[src/rtl/alu_seq_pkg.sv]
// Shared definitions for the nibble-serial ALU: function codes and sequencer states.
package alu_seq_pkg;

    localparam logic [2:0] FN_ADD   = 3'd0;
    localparam logic [2:0] FN_AND   = 3'd1;
    localparam logic [2:0] FN_OR    = 3'd2;
    localparam logic [2:0] FN_XOR   = 3'd3;
    localparam logic [2:0] FN_PASSA = 3'd4;
    localparam logic [2:0] FN_PASSB = 3'd5;
    localparam logic [2:0] FN_SHR   = 3'd6;
    localparam logic [2:0] FN_SHL   = 3'd7;

    typedef enum logic [1:0] {
        ST_IDLE = 2'd0,
        ST_RUN  = 2'd1,
        ST_DONE = 2'd2
    } state_e;

endpackage

[src/rtl/alu4_slice.sv]
// Combinational 4-bit ALU slice. Left carry flows toward the MSB (ADD/SHL),
// right carry flows toward the LSB (SHR). Inversion is applied after the
// function, and the zero/all-ones flags look at the inverted value.
module alu4_slice
    import alu_seq_pkg::*;
(
    input  logic [3:0] a,
    input  logic [3:0] b,
    input  logic [2:0] func,
    input  logic       com,
    input  logic       ci_left,
    input  logic       ci_right,
    output logic [3:0] d,
    output logic       co_left,
    output logic       co_right,
    output logic       zero,
    output logic       neg_zero,
    output logic       equ
);

    logic [3:0] raw;

    // Nibble function and carry generation
    always_comb begin
        raw      = 4'h0;
        co_left  = 1'b0;
        co_right = 1'b0;
        case (func)
            FN_ADD:   {co_left, raw} = 5'(a) + 5'(b) + 5'(ci_right);
            FN_AND:   raw = a & b;
            FN_OR:    raw = a | b;
            FN_XOR:   raw = a ^ b;
            FN_PASSA: raw = a;
            FN_PASSB: raw = b;
            FN_SHR: begin
                raw      = {ci_left, a[3:1]};
                co_right = a[0];
            end
            FN_SHL: begin
                raw     = {a[2:0], ci_right};
                co_left = a[3];
            end
            default:  raw = 4'h0;
        endcase
    end

    assign d        = com ? ~raw : raw;
    assign zero     = (d == 4'h0);
    assign neg_zero = (d == 4'hF);
    assign equ      = (a == b);

endmodule

[src/rtl/alu4_seq.sv]
// Nibble-serial ALU: one shared 4-bit slice walks the operands one nibble per
// cycle (MS nibble first for SHR, LS nibble first otherwise), chaining the
// carry through a register and AND-accumulating the per-nibble flags.
module alu4_seq
    import alu_seq_pkg::*;
#(
    parameter int NIBBLES = 4
) (
    input  logic                 clk,
    input  logic                 rst,
    input  logic                 start,
    input  logic [4*NIBBLES-1:0] op_a,
    input  logic [4*NIBBLES-1:0] op_b,
    input  logic [2:0]           func,
    input  logic                 com,
    input  logic                 ci,
    output logic                 busy,
    output logic                 done,
    output logic [4*NIBBLES-1:0] result,
    output logic                 co,
    output logic                 zero,
    output logic                 neg_zero,
    output logic                 equ
);

    localparam int W  = 4 * NIBBLES;
    localparam int CW = (NIBBLES > 1) ? $clog2(NIBBLES) : 1;
    localparam logic [CW-1:0] LAST = CW'(NIBBLES - 1);

    state_e        state;
    logic [CW-1:0] cnt;
    logic [W-1:0]  a_lat;
    logic [W-1:0]  b_lat;
    logic [2:0]    func_lat;
    logic          com_lat;
    logic          carry;
    logic [W-1:0]  work;
    logic          z_acc;
    logic          nz_acc;
    logic          eq_acc;

    logic [CW-1:0] idx;
    logic [CW+1:0] base;
    logic [3:0]    s_a;
    logic [3:0]    s_b;
    logic [3:0]    s_d;
    logic          s_co_left;
    logic          s_co_right;
    logic          s_zero;
    logic          s_neg_zero;
    logic          s_equ;
    logic          carry_nxt;
    logic [W-1:0]  work_nxt;

    assign idx  = (func_lat == FN_SHR) ? (LAST - cnt) : cnt;
    assign base = {idx, 2'b00};
    assign s_a  = a_lat[base +: 4];
    assign s_b  = b_lat[base +: 4];

    // Unused carry direction is zero from the slice, so one register serves both
    assign carry_nxt = (func_lat == FN_SHR) ? s_co_right : s_co_left;

    alu4_slice u_slice (
        .a        (s_a),
        .b        (s_b),
        .func     (func_lat),
        .com      (com_lat),
        .ci_left  (carry),
        .ci_right (carry),
        .d        (s_d),
        .co_left  (s_co_left),
        .co_right (s_co_right),
        .zero     (s_zero),
        .neg_zero (s_neg_zero),
        .equ      (s_equ)
    );

    // Merge the current nibble into the partial result
    always_comb begin
        work_nxt            = work;
        work_nxt[base +: 4] = s_d;
    end

    // Sequencer: accept, run NIBBLES slice steps, then present a one-cycle done
    always_ff @(posedge clk) begin
        if (rst) begin
            state    <= ST_IDLE;
            busy     <= 1'b0;
            done     <= 1'b0;
            result   <= '0;
            co       <= 1'b0;
            zero     <= 1'b0;
            neg_zero <= 1'b0;
            equ      <= 1'b0;
            cnt      <= '0;
            carry    <= 1'b0;
        end else begin
            case (state)
                ST_IDLE, ST_DONE: begin
                    done <= 1'b0;
                    if (start) begin
                        state    <= ST_RUN;
                        busy     <= 1'b1;
                        a_lat    <= op_a;
                        b_lat    <= op_b;
                        func_lat <= func;
                        com_lat  <= com;
                        carry    <= ci;
                        cnt      <= '0;
                        z_acc    <= 1'b1;
                        nz_acc   <= 1'b1;
                        eq_acc   <= 1'b1;
                    end else begin
                        state <= ST_IDLE;
                    end
                end
                ST_RUN: begin
                    work   <= work_nxt;
                    carry  <= carry_nxt;
                    z_acc  <= z_acc & s_zero;
                    nz_acc <= nz_acc & s_neg_zero;
                    eq_acc <= eq_acc & s_equ;
                    if (cnt == LAST) begin
                        state    <= ST_DONE;
                        busy     <= 1'b0;
                        done     <= 1'b1;
                        cnt      <= '0;
                        result   <= work_nxt;
                        co       <= carry_nxt;
                        zero     <= z_acc & s_zero;
                        neg_zero <= nz_acc & s_neg_zero;
                        equ      <= eq_acc & s_equ;
                    end else begin
                        cnt <= cnt + 1'b1;
                    end
                end
                default: begin
                    state <= ST_IDLE;
                    busy  <= 1'b0;
                    done  <= 1'b0;
                end
            endcase
        end
    end

endmodule
[config.mk]
export PLATFORM = sky130hd
export DESIGN_NAME = alu4_seq
export DESIGN_NICKNAME = d
export VERILOG_FILES = /design/src/rtl/alu_seq_pkg.sv /design/src/rtl/alu4_slice.sv /design/src/rtl/alu4_seq.sv
export SDC_FILE = /design/constraint.sdc
export NUM_CORES = 1
export LEC_CHECK = 0
export ABC_CLOCK_PERIOD_IN_PS = 6600
export CAP_MARGIN = 5
export CORE_ASPECT_RATIO = 0.5
export CORE_MARGIN = 2
export CORE_UTILIZATION = 25
export CTS_CLUSTER_DIAMETER = 200
export DETAILED_ROUTE_END_ITERATION = 6
export GPL_TIMING_DRIVEN = 0
export PLACE_DENSITY = 0.42
export SLEW_MARGIN = 10
export SYNTH_ARGS = -nofsm -noshare
export SYNTH_HDL_FRONTEND = slang
export SYNTH_SLANG_ARGS = --single-unit
[constraint.sdc]
create_clock -name clk -period 6.6 [get_ports clk]
set_input_delay 1.98 -clock clk [delete_from_list [all_inputs] [get_ports clk]]
set_output_delay 1.98 -clock clk [all_outputs]
set_load 0.05 [all_outputs]
==> reports/metrics.cfg, run 1 <==
[sta]
max_slew.worst_pin.slew_ns=0.779
max_freq_mhz=232
setup_viol=0
min_period_ns=4.31
timing.final.crit_share_pct=65.3
rsz0062_at_grt=no
relSlewSlack_pct=48.1
hold_viol_final=0
setup_tns_ns=0
fin_skew_ns=0.0127
drv_slew=0

[logic_synthesis]
synth_seq_cells=82
ys_seq_area_share_pct=49.3
synth-main-ff-cell=edfxtp_1
synthCells=393
synth_area_mm2=0.00445
yosys-top-cells-count=edfxtp_1 (55), nand2_1 (32), dfxtp_1 (27)
synth_edf_count=55
ys_top_cells_by_area=edfxtp_1 (37%), dfxtp_1 (12%), mux4_2 (5.6%)
async_reset_ff_share_pct=0
synthMostInstantiatedCell=edfxtp_1
ys_warn_count=0
synth_area_leader_cell=edfxtp_1
syn_avg_cell_area_um2=11.3
synth_cell_types=62
synth.net_count=444
yosysTopAreaCellShare_pct=37.2

[cts]
root_buffer=clkbuf_16
numCtsBuffers=9
post-cts-setup-buffers=0
postCtsHoldBufs=0
clkTransAtPathRegs_ns=0.07
cts_resized=0
cts_buffer_depth=2
htreeDepth=3
clock_latency_ns=0.34
cts_tree=yes
clock-sinks=82

[power_and_ir_drop]
irDropWorstVdd_mv=0.0969
power_frac_comb_pct=19.0
power.net_switching_mw=0.376
swShare_pct=28.2
finalPower_mw=1.33
p_leak_nw=2.02
internal_power_mw=0.958
clock_power_share_pct=37.0
powerDensity_mw_per_mm2=235
p_seq_share_pct=44.0

[global_route]
grt_remaining_overflow=0
grt_pass1_vias=3351
grt_pass1_wl_um=18800
grt_start_max_net_pins=22
grt_usage_pct=13.0
antenna_found_initial=0

[critical_path]
critical-path-slowest-cell=mux4_2
path_cells=buf_6 -> mux2_2 -> mux4_2 -> inv_1 -> fa_1 -> inv_1 -> fa_1 -> mux4_2 -> a21oi_1 -> nand3_1 -> a32oi_1 -> inv_1
critical_path_class=flip-flop to flip-flop
worst_path_most_repeated_cell=inv_1
crit_fanout=10
arrival_ns=4.40
slowest_delay_ns=0.53
cp.required_ns=6.69
cp-start-kind=flip-flop
reg2reg_depth=12
cp-end-kind=flip-flop

[floorplan]
die-area_mm2=0.0189
die_y_um=98.3
die_w_um=193
core_mm2=0.0174
initial_core_util_pct=25.6
io_pins=62
num_rows=34

[place]
gp_congestion=0.836
hpwl_um=8810
numPortBuffers=60

[drt]
vias_per_cell=4.69
firstDrtPassIters=4
drc=0
wl_per_cell_um=16.6
dr_total_vias=3304
dr.first_iter.drc_count=210
wl_um=11700
ant_nets=0

[min_path]
holdPathStages=2
hp-class=flip-flop to flip-flop

[finish]
nets=517
drive_gt1_share_pct=14.6
area_growth_syn_to_layout_pct=27.7
fin_util_pct=32.6
antenna_cells=0

[run]
drv_cap=0

[run_status]
outcome=finished clean

-- final cells by class --
class	instances	area, um^2
Fill cell	1755	11700
Sequential cell	82	2190
Multi-Input combinational cell	263	2040
Timing Repair Buffer	62	643
Tap cell	234	293
Clock buffer	10	239
Buffer	24	133
Inverter	24	90.1
Clock inverter	6	46.3
-- worst paths after layout --
| kind | start | to | slack (ns) |
|---|---|---|---|
| setup / recovery | cnt[0] | work[5] | 2.29 |
| hold / removal | done | done | 0.48 |
| setup reg to reg | cnt[0] | work[5] | 2.29 |
| hold reg to reg | done | done | 0.48 |
-- cell usage in the layout (no fill, tap or decap), types with 3 or more instances in the layout --
master	synthesis	routed
and4_1	3	3
nand3_1	4	4
a22o_1	5	5
buf_6	4	4
inv_1	23	23
nor2_1	23	21
a211o_1	3	3
nor3_1	9	9
and3_1	6	6
o21ba_2	4	4
o22ai_1	3	3
a31oi_1	8	8
mux4_2	11	11
nor2b_1	7	7
clkbuf_16	0	9
clkbuf_1	15	15
inv_4	0	3
nand2_1	32	32
a32oi_1	5	5
dfxtp_1	27	27
mux2_2	17	17
o21ai_0	26	26
edfxtp_1	55	55
clkdlybuf4s50_1	0	60
ha_1	9	9
mux2i_1	19	19
buf_4	3	3
a21oi_1	22	22
-- flip-flops by register name, summed over array words and instances, names as in the netlist --
signal,cells
cnt,2
func_lat,3
work,16
b_lat,16
equ,1
done,1
state,2
co,1
result,16
neg_zero,1
carry,1
com_lat,1
z_acc,1
eq_acc,1
nz_acc,1
busy,1
zero,1
a_lat,16
-- layer usage --
layer	global-route usage (%)	share of wire, %	vias up
met2	20.1	45	61
met4	2.35	0.32	0
met3	3.09	3.4	2
met1	18.7	51	1611
met5	0	0	-
li1	-	-	1630
-- worst max-delay path: cells and delay by family, from the launching register on --
| family | cells | cell delay (ns) |
|---|---|---|
| AO/OA/AOI/OAI | 2 | 0.77 |
| adder cells (fa/ha/maj) | 2 | 0.63 |
| flip-flops | 1 | 0.50 |
| AND/OR/NAND/NOR | 1 | 0.27 |
| buffers and inverters | 4 | 0.48 |
| multiplexers | 3 | 1.39 |
-- power by group through the flow --
stage	Clock, mW	Sequential (mW)	Combinational (mW)
2_1_floorplan	0	0.598	0.168
3_3_place_gp	0	0.600	0.248
3_5_place_dp	0	0.599	0.255
4_1_cts	0.506	0.588	0.256
5_1_grt	0.526	0.590	0.281
6_report	0.494	0.587	0.253
-- cell families (layout without fill, tap and decap cells) --
family                     count (synthesis)  after routing  share of synthesized area [%]
and+or+nand+nor                          100            100                           11.3
DFF                                       82             82                           49.3
xor gates and xnor gates                   4              4                          0.788
buffers and inverters                     48            126                           5.01
muxes                                     50             50                           15.3
adders and majority gates                 11             11                           3.43
AOI/OAI and AO/OA                         98             98                           14.9
-- metrics by stage --
stage	instances	area (um^2)	hold WS, ns	setup slack [ns]
6_report	705	5680	0.476	2.29
5_1_grt	705	5680	0.509	1.99
4_1_cts	705	5680	0.477	2.27
3_5_place_dp	689	5390	0.462	2.30
3_3_place_gp	687	5340	0.452	1.15
2_1_floorplan	393	4450	0.495	2.47
Note: power is estimated with default switching activity, not from simulation.
==> run 2: changes to the inputs <==
- ABC_CLOCK_PERIOD_IN_PS: 6600 -> 4000
- clock period: 6.6 -> 4 ns (I/O delays scaled with it)
==> run 2 against run 1 <==
Effect of this change: via count up 1.3%; clock power up 65%; total power up 68%; combinational power increased by 79%; register-to-register slack got worse by 2.1 ns; cell area increased by 2.8%; critical path depth is the same; sequential power is 65% higher; cell count grew 1.1%; clock skew shrank 0.0043 ns; global-route usage barely moved; non-clock buffer count rose by 8; critical path type unchanged; critical endpoint is now z_acc; largest cell class unchanged; highest routed layer unchanged.
==> reports/metrics.cfg, run 2 (synthesis results as in run 1) <==
[run_status]
outcome=finished clean

[global_route]
grt_usage_pct=13.0
grt_pass1_wl_um=18800
antenna_found_initial=0
grt_start_max_net_pins=22
grt_pass1_vias=3339
grt_remaining_overflow=0

[critical_path]
arrival_ns=4.00
critical_path_class=flip-flop to flip-flop
worst_r2r_startpoint=cnt[0]
critical-path-slowest-cell=mux4_2
path_cells=buf_6 -> mux2_2 -> mux4_2 -> inv_2 -> fa_2 -> inv_1 -> fa_2 -> mux4_2 -> a21oi_4 -> and4_1 -> mux2i_2 -> o31ai_1
crit_fanout=10
crit_start=cnt[0]
cp-end-kind=flip-flop
slowest_delay_ns=0.53
cp.required_ns=4.16
cp-start-kind=flip-flop

[floorplan]
initial_core_util_pct=25.6
die_y_um=98.3
core_mm2=0.0174
io_pins=62
num_rows=34
die_w_um=193
die-area_mm2=0.0189

[drt]
vias_per_cell=4.70
drc=0
wl_per_cell_um=16.6
firstDrtPassIters=6
ant_nets=0
dr.first_iter.drc_count=191
dr_total_vias=3348
wl_um=11800

[sta]
setup_viol=0
max_freq_mhz=260
drv_slew=0
relSlewSlack_pct=48.9
timing.final.crit_share_pct=96.1
hold_viol_final=0
rsz0062_at_grt=no
max_slew.worst_pin.slew_ns=0.767
setup_tns_ns=0
min_period_ns=3.84
whs_ns=0.480
fin_skew_ns=0.00838

[cts]
clock_latency_ns=0.34
cts_tree=yes
cts_buffer_depth=2
numCtsBuffers=9
root_buffer=clkbuf_16
htreeDepth=3
clkTransAtPathRegs_ns=0.07
clock-sinks=82

[power_and_ir_drop]
p_leak_nw=2.07
powerDensity_mw_per_mm2=383
irDropWorstVdd_mv=0.159
finalPower_mw=2.24

[finish]
antenna_cells=0
final_common_cell=clkdlybuf4s50_1
layout_common_cells=clkdlybuf4s50_1 (60), edfxtp_1 (55), nand2_1 (32)
drive_gt1_share_pct=19.0
area_growth_syn_to_layout_pct=31.3
fin_cells=713
nets=525

[min_path]
hp-class=flip-flop to flip-flop
hold_start=done

[place]
numPortBuffers=60
gp_congestion=0.836
place_inst=689
hpwl_um=8810

[run]
drv_cap=0

[run 2: path summary, 6_finish.rpt]
kind / to / slack, ns / depth (start not counted)
setup / recovery: z_acc / 0.16 / 12
hold / removal: done / 0.48 / 2
setup reg to reg: z_acc / 0.16 / 12
hold reg to reg: done / 0.48 / 2
[run 2: timing repair]
| item | in CTS | in global routing |
|---|---|---|
| hold buffers | 0 | 0 |
| gates resized for setup | 5 | 17 |
| setup endpoints to repair | 17 | 28 |
| pin swaps | 0 | 4 |
| buffers inserted | 0 | 8 |
[run 2: final cells by class]
cell class	count	area [um^2]
Tap cell	234	293
Clock buffer	10	239
Timing Repair Buffer	70	703
Multi-Input combinational cell	263	2120
Sequential cell	82	2200
Buffer	24	145
Fill cell	1739	11600
Inverter	24	90.1
Clock inverter	6	46.3
[run 2: power breakdown]
group / switching, mW / internal, mW
Sequential: 0.0191 / 0.950
Combinational: 0.247 / 0.206
Clock: 0.368 / 0.446
Total: 0.635 / 1.60
[run 2: per-stage QoR]
stage	setup slack [ns]	cell area (um^2)	util, %
floorplan	0.388	4450	-
global placement	-0.669	5340	30.7
detailed placement	-0.304	5390	31.0
CTS	0.0116	5700	32.8
global route	0.00832	5840	33.5
finish	0.157	5840	33.5
[run 2: critical path: cells and delay by family, from the launching register on]
family / cells / cell delay, ns
adder cells (fa/ha/maj): 2 / 0.60
AND/OR/NAND/NOR: 1 / 0.25
AO/OA/AOI/OAI: 2 / 0.57
flip-flops: 1 / 0.40
multiplexers: 4 / 1.51
buffers and inverters: 3 / 0.33
[run 2: layer usage]
metal / wire [um] / part of all wire [%] / global-route usage [%] / vias up
met5: 0 / 0 / 0 / -
met4: 38 / 0.32 / 2.29 / 0
met3: 472 / 4.0 / 3.06 / 2
met2: 5350 / 45 / 20.1 / 62
met1: 5960 / 50 / 18.8 / 1641
li1: - / - / - / 1643
